<file path="config.mk">
export PLATFORM = sky130hd
export DESIGN_NAME = ram_fifo_ctrl
export DESIGN_NICKNAME = d
export VERILOG_FILES = /design/src/rtl/ram_fifo_ctrl.sv
export SDC_FILE = /design/constraint.sdc
export NUM_CORES = 1
export LEC_CHECK = 0
export ABC_CLOCK_PERIOD_IN_PS = 4300
export CAP_MARGIN = 0
export CORE_UTILIZATION = 40
export DETAILED_ROUTE_END_ITERATION = 8
export GPL_TIMING_DRIVEN = 0
export PLACE_DENSITY = 0.63
export SLEW_MARGIN = 25
export SYNTH_ARGS = -nofsm -noshare
export SYNTH_HDL_FRONTEND = slang
export SYNTH_SLANG_ARGS = --single-unit
</file>
<file path="constraint.sdc">
create_clock -name clk_i -period 4.3 [get_ports clk_i]
set_input_delay 0.43 -clock clk_i [delete_from_list [all_inputs] [get_ports clk_i]]
set_output_delay 0.43 -clock clk_i [all_outputs]
set_load 0.05 [all_outputs]
</file>
<file path="src/rtl/ram_fifo_ctrl.sv">
// ram_fifo_ctrl: valid/ready FIFO over a 1r1w sync RAM with a 2-entry output buffer.
// Define RAM_FIFO_CTRL_BYPASS_EN to let beats skip the RAM while it is empty.
module ram_fifo_ctrl #(
  parameter int width_p = 8,
  parameter int depth_p = 512,
  localparam int aw_lp = (depth_p > 1) ? $clog2(depth_p) : 1,
  localparam int cw_lp = $clog2(depth_p + 1)
) (
  input  logic               clk_i,
  input  logic               reset_ni,
  input  logic               valid_i,
  input  logic [width_p-1:0] data_i,
  output logic               ready_o,
  output logic               valid_o,
  output logic [width_p-1:0] data_o,
  input  logic               ready_i,
  output logic               ram_wr_valid_o,
  output logic [aw_lp-1:0]   ram_wr_addr_o,
  output logic [width_p-1:0] ram_wr_data_o,
  output logic               ram_rd_valid_o,
  output logic [aw_lp-1:0]   ram_rd_addr_o,
  input  logic [width_p-1:0] ram_rd_data_i
);

  logic [aw_lp-1:0]   wr_ptr;
  logic [aw_lp-1:0]   rd_ptr;
  logic [cw_lp-1:0]   ram_count;
  logic [1:0]         buf_cnt;
  logic               rd_inflight;
  logic [width_p-1:0] head;
  logic [width_p-1:0] second;

  logic               accept;
  logic               pop;
  logic               issue;
  logic               bypass;
  logic               ram_wr;
  logic               incoming;
  logic [1:0]         cnt_after;
  logic [2:0]         occ;
  logic [width_p-1:0] in_data;

  function automatic logic [aw_lp-1:0] wrap_inc(
    input logic [aw_lp-1:0] p
  );
    return (p == aw_lp'(depth_p - 1)) ? '0 : p + 1'b1;
  endfunction

  assign ready_o   = ram_count < cw_lp'(depth_p);
  assign valid_o   = buf_cnt != 2'd0;
  assign data_o    = head;
  assign accept    = valid_i & ready_o;
  assign pop       = valid_o & ready_i;
  assign cnt_after = buf_cnt - {1'b0, pop};
  assign occ       = {1'b0, cnt_after}
                   + {2'b00, rd_inflight};
  assign issue     = (ram_count != '0)
                   & (occ < 3'd2);

`ifdef RAM_FIFO_CTRL_BYPASS_EN
  // Only when nothing older sits in RAM or in flight.
  assign bypass = accept
                & (ram_count == '0)
                & ~rd_inflight
                & (cnt_after != 2'd2);
`else
  assign bypass = 1'b0;
`endif

  assign ram_wr   = accept & ~bypass;
  assign incoming = rd_inflight | bypass;
  assign in_data  = rd_inflight ? ram_rd_data_i
                                : data_i;

  assign ram_wr_valid_o = ram_wr;
  assign ram_wr_addr_o  = wr_ptr;
  assign ram_wr_data_o  = data_i;
  assign ram_rd_valid_o = issue;
  assign ram_rd_addr_o  = rd_ptr;

  always_ff @(posedge clk_i or negedge reset_ni) begin
    if (!reset_ni) begin
      wr_ptr      <= '0;
      rd_ptr      <= '0;
      ram_count   <= '0;
      rd_inflight <= 1'b0;
    end else begin
      rd_inflight <= issue;
      if (ram_wr) wr_ptr <= wrap_inc(wr_ptr);
      if (issue)  rd_ptr <= wrap_inc(rd_ptr);
      unique case (1'b1)
        ram_wr & ~issue: ram_count <= ram_count + 1'b1;
        issue & ~ram_wr: ram_count <= ram_count - 1'b1;
        default: ;
      endcase
    end
  end

  always_ff @(posedge clk_i or negedge reset_ni) begin
    if (!reset_ni) begin
      buf_cnt <= 2'd0;
      head    <= '0;
      second  <= '0;
    end else begin
      if (pop && buf_cnt == 2'd2) head <= second;
      if (incoming) begin
        if (cnt_after == 2'd0) head <= in_data;
        else                   second <= in_data;
      end
      buf_cnt <= cnt_after + {1'b0, incoming};
    end
  end

endmodule

</file>
==> results of run 1 <==
logic make-up (layout without fill, tap and decap cells):
logic type | Yosys count | count (layout)
AND/OR/NAND/NOR | 77 | 77
buffers and inverters | 23 | 80
multiplexers | 19 | 19
XOR/XNOR | 8 | 8
AO/OA/AOI/OAI | 64 | 64
adder cells (fa/ha/maj) | 17 | 17
flip-flops | 47 | 47
sequential cells by signal, indices dropped and copies added, names as in the netlist:
register,count
buf_cnt,2
data_o,8
incoming,1
ram_count,10
ram_rd_addr_o,9
ram_wr_addr_o,9
second,8
timing repair:
action / in CTS / in global routing
gates resized for setup: 0 / 3
setup endpoints to repair: 0 / 4
hold endpoints to repair: 0 / 0
through the flow:
step	cell area, sq um	cells
6_report	3267	387
5_1_grt	3267	387
4_1_cts	3249	387
3_5_place_dp	3117	379
3_3_place_gp	3119	379
2_1_floorplan	2535	255
cells in the mapped netlist, types with 8 or more instances:
cell                      instances
sky130_fd_sc_hd__a21oi_1         12
sky130_fd_sc_hd__and3_1          10
sky130_fd_sc_hd__buf_4            8
sky130_fd_sc_hd__dfrtp_1         47
sky130_fd_sc_hd__ha_1            16
sky130_fd_sc_hd__inv_1            8
sky130_fd_sc_hd__mux2_2          10
sky130_fd_sc_hd__mux2i_1          9
sky130_fd_sc_hd__nand2_1         28
sky130_fd_sc_hd__nor2_1          21
sky130_fd_sc_hd__o21ai_0         35
worst paths after layout:
path / startpoint / to / slack, ps / depth (start not counted)
max in group asynchronous: reset_ni / ram_count[7] / 3770 / 1
setup / recovery: buf_cnt[0] / ram_count[9] / 370 / 18
hold / removal: reset_ni / second[3] / 130 / 1
setup reg to reg: buf_cnt[0] / ram_count[9] / 370 / 18
min in group clk_i: ram_rd_addr_o[7] / ram_rd_addr_o[7] / 510 / 1
hold reg to reg: ram_rd_addr_o[7] / ram_rd_addr_o[7] / 510 / 1
worst reg2reg max path, stage by stage, from the launching register on:
cell and delay, ps:
sky130_fd_sc_hd__dfrtp_1 390, sky130_fd_sc_hd__or2_2 310, sky130_fd_sc_hd__and2_1 170, sky130_fd_sc_hd__ha_1 310, sky130_fd_sc_hd__inv_1 50, sky130_fd_sc_hd__ha_1 170
sky130_fd_sc_hd__inv_1 60, sky130_fd_sc_hd__ha_1 190, sky130_fd_sc_hd__o41ai_4 110, sky130_fd_sc_hd__buf_6 160, sky130_fd_sc_hd__inv_1 150, sky130_fd_sc_hd__ha_4 240
sky130_fd_sc_hd__ha_1 300, sky130_fd_sc_hd__a21o_1 180, sky130_fd_sc_hd__a21oi_1 170, sky130_fd_sc_hd__a21boi_0 200, sky130_fd_sc_hd__o31ai_2 340, sky130_fd_sc_hd__mux2i_1 250
sky130_fd_sc_hd__xnor2_1 130
final cells by class:
cell class	instances	area, sq um
Clock buffer	6	72.57
Buffer	15	93.84
Tap cell	75	93.84
Clock inverter	2	60.06
Timing Repair Buffer	49	488.0
Inverter	8	30.03
Multi-Input combinational cell	185	1252
Sequential cell	47	1176
Fill cell	543	2759
per-layer routing:
metal | GRT usage (%) | part of all wire, % | up-vias
li1 | - | - | 996
met1 | 20.87 | 50 | 953
met2 | 26.50 | 46 | 38
met3 | 3.444 | 4.1 | 0
met4 | 4.035 | 0 | 0
met5 | 0 | 0 | -
==> summary.txt, run 1 <==
Status
  – Run status: finished, final reports clean

Logic synthesis
  – Synthesis-stage register bit count: 47
  – Main combinational cell family by area after synthesis: compound AO/OA/AOI/OAI gates
  – Biggest area contributors in the synthesized netlist: sky130_fd_sc_hd__dfrtp_1, sky130_fd_sc_hd__ha_1, sky130_fd_sc_hd__o21ai_0
  – Number of instances in the synthesized netlist: 255
  – EDFF count, synth: 0
  – Netlist cell types: 34
  – Post-synth design cell area: 2535 sq um
  – Top FF cell, synth: sky130_fd_sc_hd__dfrtp_1
  – Proportion of netlist area held by the largest area contributor: 46.40%
  – XOR/XNOR share of the synthesized area: 2.764%
  – Multiplexer share of the synthesized area: 7.996%
  – Synthesized-area fraction occupied by adder cells: 8.687%
  – Number of nets produced by synthesis: 292
  – Count of warnings emitted by yosys: 0
  – Synthesized area per cell: 9.941 sq um
  – Cell type with the largest total area after synthesis: sky130_fd_sc_hd__dfrtp_1
  – Synthesized-area fraction occupied by and/or/nand/nor cells: 14.17%
  – Fraction of registers with async set or reset after synthesis: 100.0%
  – Compound-cell area share of the yosys netlist: 15.10%
  – Share of synthesized area occupied by flip-flops and latches: 46.40%

GRT
  – Global-route congestion overflow total: 0
  – Global-route wire length before repair: 8.238 mm
  – Vias in the first global route: 1,873
  – Global router's overall resource usage: 15.89%
  – Initial antenna violation count: 0
  – Largest net degree at the start of global routing: 48

Clock tree
  – Number of H-tree branching levels: 2
  – Clk Latency, worst-skew pair: 290 ps
  – Number of hold buffers added after cts: 0
  – Maximum buffer depth of the clock tree: 2
  – Post-CTS setup buffers: 0
  – Root Driver: sky130_fd_sc_hd__clkbuf_8
  – Clk sinks: 47
  – Clock tree from TritonCTS: done
  – CTS clk-pin slew, worst paths: 90 ps
  – Clock buffers created by TritonCTS: 5

Drt
  – Wirelength per Cell: 12.66 um
  – Via-to-Cell Ratio: 5.134
  – Detail Route Antenna Nets: 0
  – Initial DRC count: 60
  – Remaining DRCs: 0
  – Vias: 1,987
  – Total Routed Length: 4.899 mm
  – Number of iterations in the first detailed-routing pass: 4

Placement
  – Worst Setup Slack post-DPL: -98.87 ps
  – Count of input and output buffers: 49
  – DP Wirelength: 3.491 mm
  – Final weighted congestion of routability-driven global placement: 0.8554

STA
  – Final Hold Violating Endpoints: 0
  – Maximum operating frequency: 0.2542 GHz
  – Final Setup Violations: 0
  – Min Tclk post-route: 3934 ps
  – Final period utilization: 91.50%
  – Hold Worst Slack: 133.2 ps
  – Clock tree skew after final layout: 3.145 ps
  – Number of slew-limit violations in the final report: 0
  – TNS Setup: 0 ps
  – Actual slew at the worst max-slew pin: 591.0 ps
  – Rel. slew slack: 60.60%
  – RSZ-0062 raised after global routing: no
  – Setup ws final: 365.6 ps

Finish
  – Layout area overhead: 28.87%
  – Net total in the final layout: 348
  – Commonest non-fill, non-tap cell in the layout: sky130_fd_sc_hd__clkdlybuf4s50_1
  – Most frequent cells in the layout: sky130_fd_sc_hd__clkdlybuf4s50_1, sky130_fd_sc_hd__dfrtp_1, sky130_fd_sc_hd__o21ai_0
  – Fraction of layout instances using a drive strength above 1: 11.22%
  – Antenna diode instance count: 0
  – End-of-flow core utilization: 54.22%

Setup path
  – Buf+Inv Stages, Crit Path: 4
  – Max stage delay on crit path: 390 ps
  – CP top delay family: adder cells
  – Kind of launch point of the worst setup path: register
  – Critical path endpoint category: register
  – Worst Path Arrival: 4160 ps
  – Critical path peak fanout: 11
  – Data required time at the worst endpoint: 4520 ps
  – Critical path's most frequent cell: sky130_fd_sc_hd__ha_1
  – CP max stage cell: sky130_fd_sc_hd__dfrtp_1
  – Cell-by-cell trace of the critical path: or2_2, and2_1, ha_1, inv_1, ha_1, inv_1, ha_1, o41ai_4, buf_6, inv_1, ha_4, ha_1, a21o_1, a21oi_1, a21boi_0, o31ai_2, mux2i_1, xnor2_1
  – Critical Setup Path Class: reg2reg

Floorplan
  – Num ports: 58
  – Number of cell rows: 28
  – Die boundary height: 81.61 um
  – Core area: 6026 sq um
  – Full die area: 6659 sq um
  – Initial Util: 42.07%
  – Die width: 81.61 um

Hold path
  – Worst min-delay path class: in2async

Run
  – Number of maximum-capacitance violations: 0
Power of run 1 is left out: the tool's default activity adds up to more than one toggle a clock period on the data nets, which glitch-free logic cannot reach.
==> inputs of run 2 (changes only) <==
--- a/config.mk
+++ b/config.mk
@@ -7,10 +7,12 @@
 export LEC_CHECK = 0
 export ABC_CLOCK_PERIOD_IN_PS = 4300
 export CAP_MARGIN = 0
-export CORE_UTILIZATION = 40
+export CELL_PAD_IN_SITES_DETAIL_PLACEMENT = 2
+export CELL_PAD_IN_SITES_GLOBAL_PLACEMENT = 2
+export CORE_UTILIZATION = 31
 export DETAILED_ROUTE_END_ITERATION = 8
 export GPL_TIMING_DRIVEN = 0
-export PLACE_DENSITY = 0.63
+export PLACE_DENSITY = 0.77
 export SLEW_MARGIN = 25
 export SYNTH_ARGS = -nofsm -noshare
 export SYNTH_HDL_FRONTEND = slang
==> summary.txt, run 2 (synthesis gave the netlist of run 1 again) <==
Status
  – Run status: finished, final reports clean

Clock tree
  – Clock buffers created by TritonCTS: 5 (unchanged)
  – Maximum buffer depth of the clock tree: 2 (unchanged)
  – Number of H-tree branching levels: 2 (unchanged)
  – CTS clk-pin slew, worst paths: 100 ps (about the same)
  – Clk sinks: 47 (unchanged)
  – Post-CTS setup buffers: 0 (unchanged)
  – Clock tree from TritonCTS: done
  – Root Driver: sky130_fd_sc_hd__clkbuf_8
  – Clk Latency, worst-skew pair: 300 ps (about the same)

Hold path
  – Worst min-delay path class: in2async

Finish
  – Max reg flops: 10 (unchanged)
  – Most frequent cells in the layout: sky130_fd_sc_hd__clkdlybuf4s50_1, sky130_fd_sc_hd__dfrtp_1, sky130_fd_sc_hd__o21ai_0
  – Fraction of layout instances using a drive strength above 1: 11.58% (+0.36 points)
  – Layout area overhead: 28.48%
  – Net total in the final layout: 348 (unchanged)
  – Commonest non-fill, non-tap cell in the layout: sky130_fd_sc_hd__clkdlybuf4s50_1
  – Antenna diode instance count: 0 (unchanged)
  – Top register by number of flip-flops: ram_count

Floorplan
  – Core area: 7807 sq um (+30%)
  – Number of cell rows: 32 (+14%)
  – Die width: 92.43 um (+13%)
  – Die boundary height: 92.43 um (+13%)
  – Full die area: 8542 sq um (+28%)
  – Initial Util: 32.47% (-9.6 points)
  – Num ports: 58 (unchanged)

Drt
  – Remaining DRCs: 0 (unchanged)
  – Total routed wire length on the met1 layer: 2.855 mm (+17%)
  – Wirelength per Cell: 15.72 um (+24%)
  – Vias: 2,071 (+4.2%)
  – Initial DRC count: 18 (-70%)
  – Metal2 WL: 3.336 mm (+47%)
  – Met3 wirelength from detailed routing: 205 um (+2.5%)
  – Total Routed Length: 6.491 mm (+32%)
  – Detail Route Antenna Nets: 0 (unchanged)
  – Via-to-Cell Ratio: 5.015 (-2.3%)
  – Topmost layer with routed signal wires: met4
  – Number of iterations in the first detailed-routing pass: 3 (-1)

STA
  – Final Hold Violating Endpoints: 0 (unchanged)
  – Clock tree skew after final layout: 5.939 ps (+2.794 ps)
  – Hold Worst Slack: 133.5 ps (+0.2260 ps)
  – Actual slew at the worst max-slew pin: 623.5 ps (+32.54 ps)
  – Rel. slew slack: 58.43% (-2.2 points)
  – RSZ-0062 raised after global routing: no
  – Final period utilization: 93.76% (+2.3 points)
  – Final Setup Violations: 0 (unchanged)
  – Setup ws final: 268.5 ps (-97.05 ps)
  – Maximum operating frequency: 0.2480 GHz (-2.4%)
  – Number of slew-limit violations in the final report: 0 (unchanged)
  – Min Tclk post-route: 4031 ps (+97.05 ps)

Setup path
  – CP top delay family: adder cells
  – Critical Setup Path Class: reg2reg
  – CP max stage cell: sky130_fd_sc_hd__dfrtp_1
  – FF-to-FF setup slack: 270 ps (-100 ps)
  – Critical path endpoint category: register
  – Max stage delay on crit path: 440 ps (+50 ps)
  – Cell-by-cell trace of the critical path: or2_2, and2_1, ha_1, inv_1, ha_1, inv_1, ha_1, o41ai_4, buf_6, inv_1, ha_4, ha_1, a21o_1, a21oi_1, a21boi_1, o31ai_1, mux2i_1, xnor2_1
  – Worst Path Arrival: 4260 ps (+100 ps)
  – Critical path's most frequent cell: sky130_fd_sc_hd__ha_1
  – Critical path peak fanout: 11 (unchanged)
  – Kind of launch point of the worst setup path: register
  – Buf+Inv Stages, Crit Path: 4 (unchanged)
  – Data required time at the worst endpoint: 4530 ps (about the same)

Placement
  – Count of input and output buffers: 49 (unchanged)
  – Final weighted congestion of routability-driven global placement: 0.7294 (-15%)
  – DP Wirelength: 4.621 mm (+32%)
  – Worst Setup Slack post-DPL: -165.7 ps (-66.83 ps)

Run
  – Number of maximum-capacitance violations: 0 (unchanged)

GRT
  – Initial antenna violation count: 0 (unchanged)
  – Global-route wire length before repair: 10.63 mm (+29%)
  – Largest net degree at the start of global routing: 48 (unchanged)
  – Global-route congestion overflow total: 0 (unchanged)
  – Vias in the first global route: 2,212 (+18%)
  – Global router's overall resource usage: 15.87% (-0.022 points)
-- run 2: changes by cell type in the layout (fill, tap and decap cells not counted), sizes merged --
cell,before,now
clkbuf,12,11
bufinv,2,0
clkinv,0,2
-- run 2: metal layers --
layer  track usage (%)  up-vias
met5                 0        -
met3             3.448       10
li1                  -      991
met1             19.23     1033
met4             4.167        0
met2             28.27       37
-- run 2: layout make-up --
cell class | count | area [sq um]
fill | 858 | 4551
multi-input combinational | 185 | 1259
sequential | 47 | 1176
timing repair buffer | 49 | 488.0
tap | 102 | 127.6
buffer | 15 | 93.84
clock buffer | 5 | 68.82
inverter | 8 | 30.03
clock inverter | 2 | 13.76
-- run 2: worst paths after layout --
path                       cells past startpoint         start          endpoint
max in group asynchronous                      1      reset_ni      ram_count[7]
max reg2reg                                   18    buf_cnt[1]      ram_count[9]
min reg2reg                                    1  ram_count[9]      ram_count[9]
min                                            1      reset_ni  ram_wr_addr_o[4]
max                                           18    buf_cnt[1]      ram_count[9]
min in group clk_i                             1  ram_count[9]      ram_count[9]
-- run 2: through the flow --
stage	util (%)	TNS [ps]	instances	area, sq um
2_1_floorplan	-	0	255	2535
5_1_grt	41.71	0	413	3257
3_3_place_gp	40.38	-145.2	406	3153
6_report	41.71	0	413	3257
4_1_cts	41.44	0	413	3236
3_5_place_dp	40.35	-291.1	406	3151
-- run 2: timing repair --
item                       CTS  global route
gates resized for setup      1             4
pin swaps                    0             1
setup endpoints to repair    2             3
hold buffers                 0             0
Power of run 2 is left out for the same reason.
